## src/rtl/save_ctrl_unit_if.sv

```systemverilog
// Bus between the save controller, the IC wrappers and the retention memory port.
// master = controller side, slave = wrapper/memory/power-controller side.
interface save_ctrl_unit_if #(
  parameter int unsigned N = 10,
  parameter int unsigned K = 32,
  parameter int unsigned M = 32
);
  logic         start;
  logic [K-1:0] base_addr;
  logic [M-1:0] save_val;
  logic         ack_mem;
  logic [N-1:0] save_en;
  logic         write_mem;
  logic [K-1:0] addr_mem;
  logic [M-1:0] data_mem;
  logic         busy;
  logic         done;

  modport master (
    input  start, base_addr, save_val, ack_mem,
    output save_en, write_mem, addr_mem, data_mem, busy, done
  );

  modport slave (
    output start, base_addr, save_val, ack_mem,
    input  save_en, write_mem, addr_mem, data_mem, busy, done
  );
endinterface

```

## src/rtl/save_ctrl_unit.sv

```systemverilog
// Save control unit: walks N IC wrappers in index order, captures each value and
// writes it to retention memory at base+index with a request/acknowledge handshake.
module save_ctrl_unit #(
  parameter int unsigned N = 10,
  parameter int unsigned K = 32,
  parameter int unsigned M = 32
) (
  input  logic              clk,
  input  logic              rst,
  save_ctrl_unit_if.master  bus
);

  localparam int unsigned IW = (N > 1) ? $clog2(N) : 1;
  localparam logic [IW-1:0] LAST_IDX = IW'(N - 1);

  typedef enum logic [1:0] {
    S_IDLE = 2'd0,
    S_SEL  = 2'd1,
    S_WR   = 2'd2,
    S_DONE = 2'd3
  } state_t;

  state_t        state_q, state_d;
  logic [IW-1:0] idx_q, idx_d;
  logic [K-1:0]  base_q, base_d;
  logic [M-1:0]  data_q, data_d;

  logic [N-1:0]  save_en_d;
  logic          write_mem_d;
  logic [K-1:0]  addr_mem_d;
  logic [M-1:0]  data_mem_d;
  logic          busy_d;
  logic          done_d;

  // State, datapath and output registers; reset abandons any save in progress.
  always_ff @(posedge clk or posedge rst) begin
    if (rst) begin
      state_q       <= S_IDLE;
      idx_q         <= '0;
      base_q        <= '0;
      data_q        <= '0;
      bus.save_en   <= '0;
      bus.write_mem <= 1'b0;
      bus.addr_mem  <= '0;
      bus.data_mem  <= '0;
      bus.busy      <= 1'b0;
      bus.done      <= 1'b0;
    end else begin
      state_q       <= state_d;
      idx_q         <= idx_d;
      base_q        <= base_d;
      data_q        <= data_d;
      bus.save_en   <= save_en_d;
      bus.write_mem <= write_mem_d;
      bus.addr_mem  <= addr_mem_d;
      bus.data_mem  <= data_mem_d;
      bus.busy      <= busy_d;
      bus.done      <= done_d;
    end
  end

  // Next-state and datapath update.
  always_comb begin
    state_d = state_q;
    idx_d   = idx_q;
    base_d  = base_q;
    data_d  = data_q;
    case (state_q)
      S_IDLE: begin
        if (bus.start) begin
          base_d  = bus.base_addr;
          idx_d   = '0;
          state_d = S_SEL;
        end
      end
      S_SEL: begin
        data_d  = bus.save_val;
        state_d = S_WR;
      end
      S_WR: begin
        if (bus.ack_mem) begin
          if (idx_q == LAST_IDX) begin
            state_d = S_DONE;
          end else begin
            idx_d   = idx_q + IW'(1);
            state_d = S_SEL;
          end
        end
      end
      S_DONE: begin
        state_d = S_IDLE;
      end
      default: begin
        state_d = S_IDLE;
      end
    endcase
  end

  // Outputs decoded from the upcoming state so the registered copies line up with it.
  always_comb begin
    save_en_d   = '0;
    write_mem_d = 1'b0;
    addr_mem_d  = '0;
    data_mem_d  = '0;
    busy_d      = 1'b0;
    done_d      = 1'b0;
    case (state_d)
      S_SEL: begin
        save_en_d = N'(1) << idx_d;
        busy_d    = 1'b1;
      end
      S_WR: begin
        write_mem_d = 1'b1;
        addr_mem_d  = base_d + K'(idx_d);
        data_mem_d  = data_d;
        busy_d      = 1'b1;
      end
      S_DONE: begin
        done_d = 1'b1;
        busy_d = 1'b1;
      end
      default: begin
      end
    endcase
  end

endmodule

```

## src/flat_wrapper.sv

```systemverilog
// flat-port wrapper written by rule: the top's interface ports become plain ports
module save_ctrl_unit_flat 
#(
  parameter int unsigned N = 10,
  parameter int unsigned K = 32,
  parameter int unsigned M = 32
)
  (clk, rst, bus_start, bus_base_addr, bus_save_val, bus_ack_mem, bus_save_en, bus_write_mem, bus_addr_mem, bus_data_mem, bus_busy, bus_done);
  save_ctrl_unit_if #(.N(N), .K(K), .M(M)) bus_i ();
  input  logic clk;
  input  logic rst;
  input wire logic [$bits(bus_i.start)-1:0] bus_start;
  input wire logic [$bits(bus_i.base_addr)-1:0] bus_base_addr;
  input wire logic [$bits(bus_i.save_val)-1:0] bus_save_val;
  input wire logic [$bits(bus_i.ack_mem)-1:0] bus_ack_mem;
  output wire logic [$bits(bus_i.save_en)-1:0] bus_save_en;
  output wire logic [$bits(bus_i.write_mem)-1:0] bus_write_mem;
  output wire logic [$bits(bus_i.addr_mem)-1:0] bus_addr_mem;
  output wire logic [$bits(bus_i.data_mem)-1:0] bus_data_mem;
  output wire logic [$bits(bus_i.busy)-1:0] bus_busy;
  output wire logic [$bits(bus_i.done)-1:0] bus_done;
  assign bus_i.start = bus_start;
  assign bus_i.base_addr = bus_base_addr;
  assign bus_i.save_val = bus_save_val;
  assign bus_i.ack_mem = bus_ack_mem;
  assign bus_save_en = bus_i.save_en;
  assign bus_write_mem = bus_i.write_mem;
  assign bus_addr_mem = bus_i.addr_mem;
  assign bus_data_mem = bus_i.data_mem;
  assign bus_busy = bus_i.busy;
  assign bus_done = bus_i.done;
  save_ctrl_unit #(.N(N), .K(K), .M(M)) u_core (.clk(clk), .rst(rst), .bus(bus_i));
endmodule
```

## config.mk

```make
export PLATFORM = sky130hd
export DESIGN_NAME = save_ctrl_unit_flat
export DESIGN_NICKNAME = d
export VERILOG_FILES = /design/src/rtl/save_ctrl_unit_if.sv /design/src/rtl/save_ctrl_unit.sv /design/src/flat_wrapper.sv
export SDC_FILE = /design/constraint.sdc
export NUM_CORES = 1
export LEC_CHECK = 0
export ABC_AREA = 1
export BUFFER_PORTS_ARGS = -buffer_cell sky130_fd_sc_hd__buf_2
export CORE_MARGIN = 5
export CORE_UTILIZATION = 40
export CTS_BUF_LIST = sky130_fd_sc_hd__clkbuf_4 sky130_fd_sc_hd__clkbuf_8
export DETAILED_ROUTE_END_ITERATION = 8
export PLACE_DENSITY_LB_ADDON = 0.08
export SLEW_MARGIN = 10
export SYNTH_ARGS = -nofsm -noshare
export SYNTH_HDL_FRONTEND = slang
export SYNTH_SLANG_ARGS = --single-unit
```

## constraint.sdc

```tcl
create_clock -name clk -period 14.8 [get_ports clk]
set_clock_uncertainty 0.1 [all_clocks]
set_input_delay 2.22 -clock clk [delete_from_list [all_inputs] [get_ports clk]]
set_output_delay 2.22 -clock clk [all_outputs]
set_load 0.05 [all_outputs]
```

==> results.py <==
metrics = {
    "logic_synthesis": {
        "synthTopCellsByCount": "dfrtp_1, nand2_1, nor2_1, inv_1, o21ai_0",
        "ys_async_sr_fraction_pct": 100.0,
        "ys.warnings.count": 0,
        "synth_nets": 786,
        "yosysUniqueCellTypes": 30,
        "synthCells": 711,
        "seq_area_frac_synth_pct": 57.62,
        "netlist_top_cells_area": "dfrtp_1, nand2_1, nor2_1",
        "synth_seq_cells": 147,
        "ys.flop_type": "dfrtp_1",
        "yosysTopAreaCell": "dfrtp_1",
        "syn_area_sq_um": 6384,
        "synth_most_common_cell": "dfrtp_1",
        "syn_area_per_cell_sq_um": 8.978,
        "synth_edf_count": 0,
        "yosysTopAreaCellShare_pct": 57.62,
    },
    "timing": {
        "setup_violations": 0,
        "slew_viol_final": 0,
        "timing.fmax_mhz": 195.6,
        "fin_crit_ns": 5.114,
        "hold_ws_ns": 0.3836,
        "tightest_slew_ns": 0.9376,
        "rsz0062_at_grt": "no",
        "maxSlewHeadroom_pct": 37.41,
        "setup_ws_ns": 9.686,
        "fin_tns_setup_ns": 0,
        "finalHoldViolations": 0,
        "fin_crit_sh_pct": 34.55,
    },
    "global_routing": {
        "grtUsageTotal_pct": 17.58,
        "grt_pass1_wl_mm": 25.40,
        "grt-busiest-layer": "met2",
        "use_met2_pct": 28.89,
        "grt_util_met3_pct": 4.626,
        "grt_use_met1_pct": 22.76,
        "overflow": 0,
        "first_global_vias": 5086,
        "grt_max_degree": 93,
        "antenna_found_initial": 0,
    },
    "power_and_ir_drop": {
        "p_leak_uw": 0.004006,
        "power_density_nw_per_um2": 234.7,
        "ir_drop_uv": 92.03,
    },
    "placed_design": {
        "gp_congestion": 0.8749,
        "hpwl_mm": 10.91,
        "io_buffers": 144,
        "placed_area_sq_um": 7263,
        "post-place-ws_ns": 9.229,
    },
    "route": {
        "vias": 4901,
        "drt_iter0_drc": 225,
        "drt_wl_total_mm": 15.65,
        "post_drt_via_cell_ratio": 4.530,
        "post_drt_wl_per_cell_um": 14.47,
        "ant_nets": 0,
        "first_pass_iters": 5,
        "drc_errors": 0,
    },
    "clocking": {
        "cts.sink_count": 147,
        "ctsResizeCount": 0,
        "root_buffer": "clkbuf_8",
        "cts_buffer_depth": 2,
        "clk_latency_ns": 0.43,
        "cts_max_level": 4,
        "cts_tree": "yes",
        "cts_buffers": 17,
        "post_cts_buffers": 0,
        "holdBufCountCts": 0,
        "path_clk_slew_ns": 0.08,
    },
    "critical_path": {
        "slowest_stage": "nand2_4",
        "crit_top_cell": "nand2_1",
        "crit_fanout": 38,
        "path_cells": "buf_2, nand2_4, nand2_1, inv_1, nand2_1, o21ai_1, ha_1, inv_1, fa_1, inv_1, nand3_1, nand2_1, nand2_1, nor2_1, inv_1, nor2_1, nand3_1, nand2_1, nor2_1",
        "crit_path_end_kind": "flip-flop",
        "critPathMaxStageDelay_ns": 0.47,
        "crit_path_start_kind": "primary input",
        "path_class": "primary input to flip-flop",
        "cp.arrival_ns": 5.29,
        "required_ns": 14.98,
    },
    "worst_hold_path": {
        "hp-class": "flip-flop to flip-flop",
    },
    "floorplan": {
        "ios": 145,
        "die-width_um": 136.3,
        "die-area_sq_um": 18590,
        "core_region_area_sq_um": 15770,
        "die_h_um": 136.3,
        "rows": 46,
        "initial_utilization_pct": 40.48,
    },
    "status": {
        "outcome": "finished clean",
    },
    "final_layout": {
        "fin_nets": 929,
        "fillerInstances": 1566,
        "multi_input_area_sq_um": 2281,
        "syn_to_final_growth_pct": 20.40,
        "drive_gt1_share_pct": 31.18,
        "num_antenna_cells": 0,
        "fin_area_sq_um": 7686,
        "seq_area_sq_um": 3679,
    },
    "job": {
        "cap_violations": 0,
    },
}
critical path: cells and delay by family:
family / cells / cell delay, ns
AO/OA/AOI/OAI: 1 / 0.19
adder cells (fa/ha/maj): 2 / 0.57
buffers and inverters: 5 / 0.70
AND/OR/NAND/NOR: 11 / 1.60
placed cells by master (no fill, tap or decap), drive strengths merged:
master	instances
o21ai	50
bufinv	3
buf	145
nand4	1
a31oi	3
a21oi	12
dfrtp	147
ha	6
xor2	2
or2	35
nor3	3
nand2	176
nand3	47
xnor2	1
o22ai	1
inv	80
clkbuf	22
o221ai	1
clkinv	6
fa	1
nor3b	1
nor2	123
registers in the layout (all words and copies together), names as in the netlist:
name / count
u_core.bus.done: 1
u_core.bus.write_mem: 1
u_core.bus.save_en: 10
u_core.bus.busy: 1
u_core.bus.data_mem: 32
u_core.data_q: 32
u_core.bus.addr_mem: 32
u_core.base_q: 32
u_core.state_q: 2
u_core.idx_q: 4
layout make-up:
cell class              count  share of cell area (%)
clock buffers              22                   3.777
clock inverters             9                   1.660
inverters                  80                   4.037
multi-input cells         463                   29.68
flip-flops and latches    147                   47.86
well taps                 216                   3.516
repair buffers            145                   9.474
through the flow:
| stage | cells | util, % | power (uW) |
|---|---|---|---|
| after floorplan | 711 | - | 1291 |
| after global placement | 1051 | 46.06 | 1477 |
| after detailed placement | 1051 | 46.06 | 1488 |
| after CTS | 1082 | 48.71 | 1826 |
| after global routing | 1082 | 48.74 | 1935 |
| final | 1082 | 48.74 | 1804 |
report_power, final:
group	switching (uW)	internal, uW
logic	656	206
clock network	149	183
registers	44.5	565
metal layers:
layer,up-vias,share of wire (%)
met4,0,0.94
li1,2486,-
met1,2293,46
met3,10,5.0
met5,-,0
met2,112,48
logic make-up (layout without fill, tap and decap cells):
logic type,Yosys count,after routing,synth area share [%]
buf+inv,101,256,6.762
compound gates,67,67,5.390
fa+ha+maj,7,7,1.490
simple gates,386,386,28.32
xor+xnor,3,3,0.4117
flops,147,147,57.62
final timing paths:
kind	start	endpoint	slack, ns	cells after the start
min in group asynchronous	rst	u_core.bus.data_mem[31]	1.86	2
worst min register to register	u_core.base_q[3]	u_core.base_q[3]	0.38	2
worst max-delay path	bus_start	u_core.bus.addr_mem[30]	9.69	19
worst max register to register	u_core.state_q[1]	u_core.bus.addr_mem[30]	10.94	16
worst min-delay path	u_core.base_q[3]	u_core.base_q[3]	0.38	2
max in group asynchronous	rst	u_core.base_q[24]	11.47	3
Note: power is estimated with default switching activity, not from simulation.
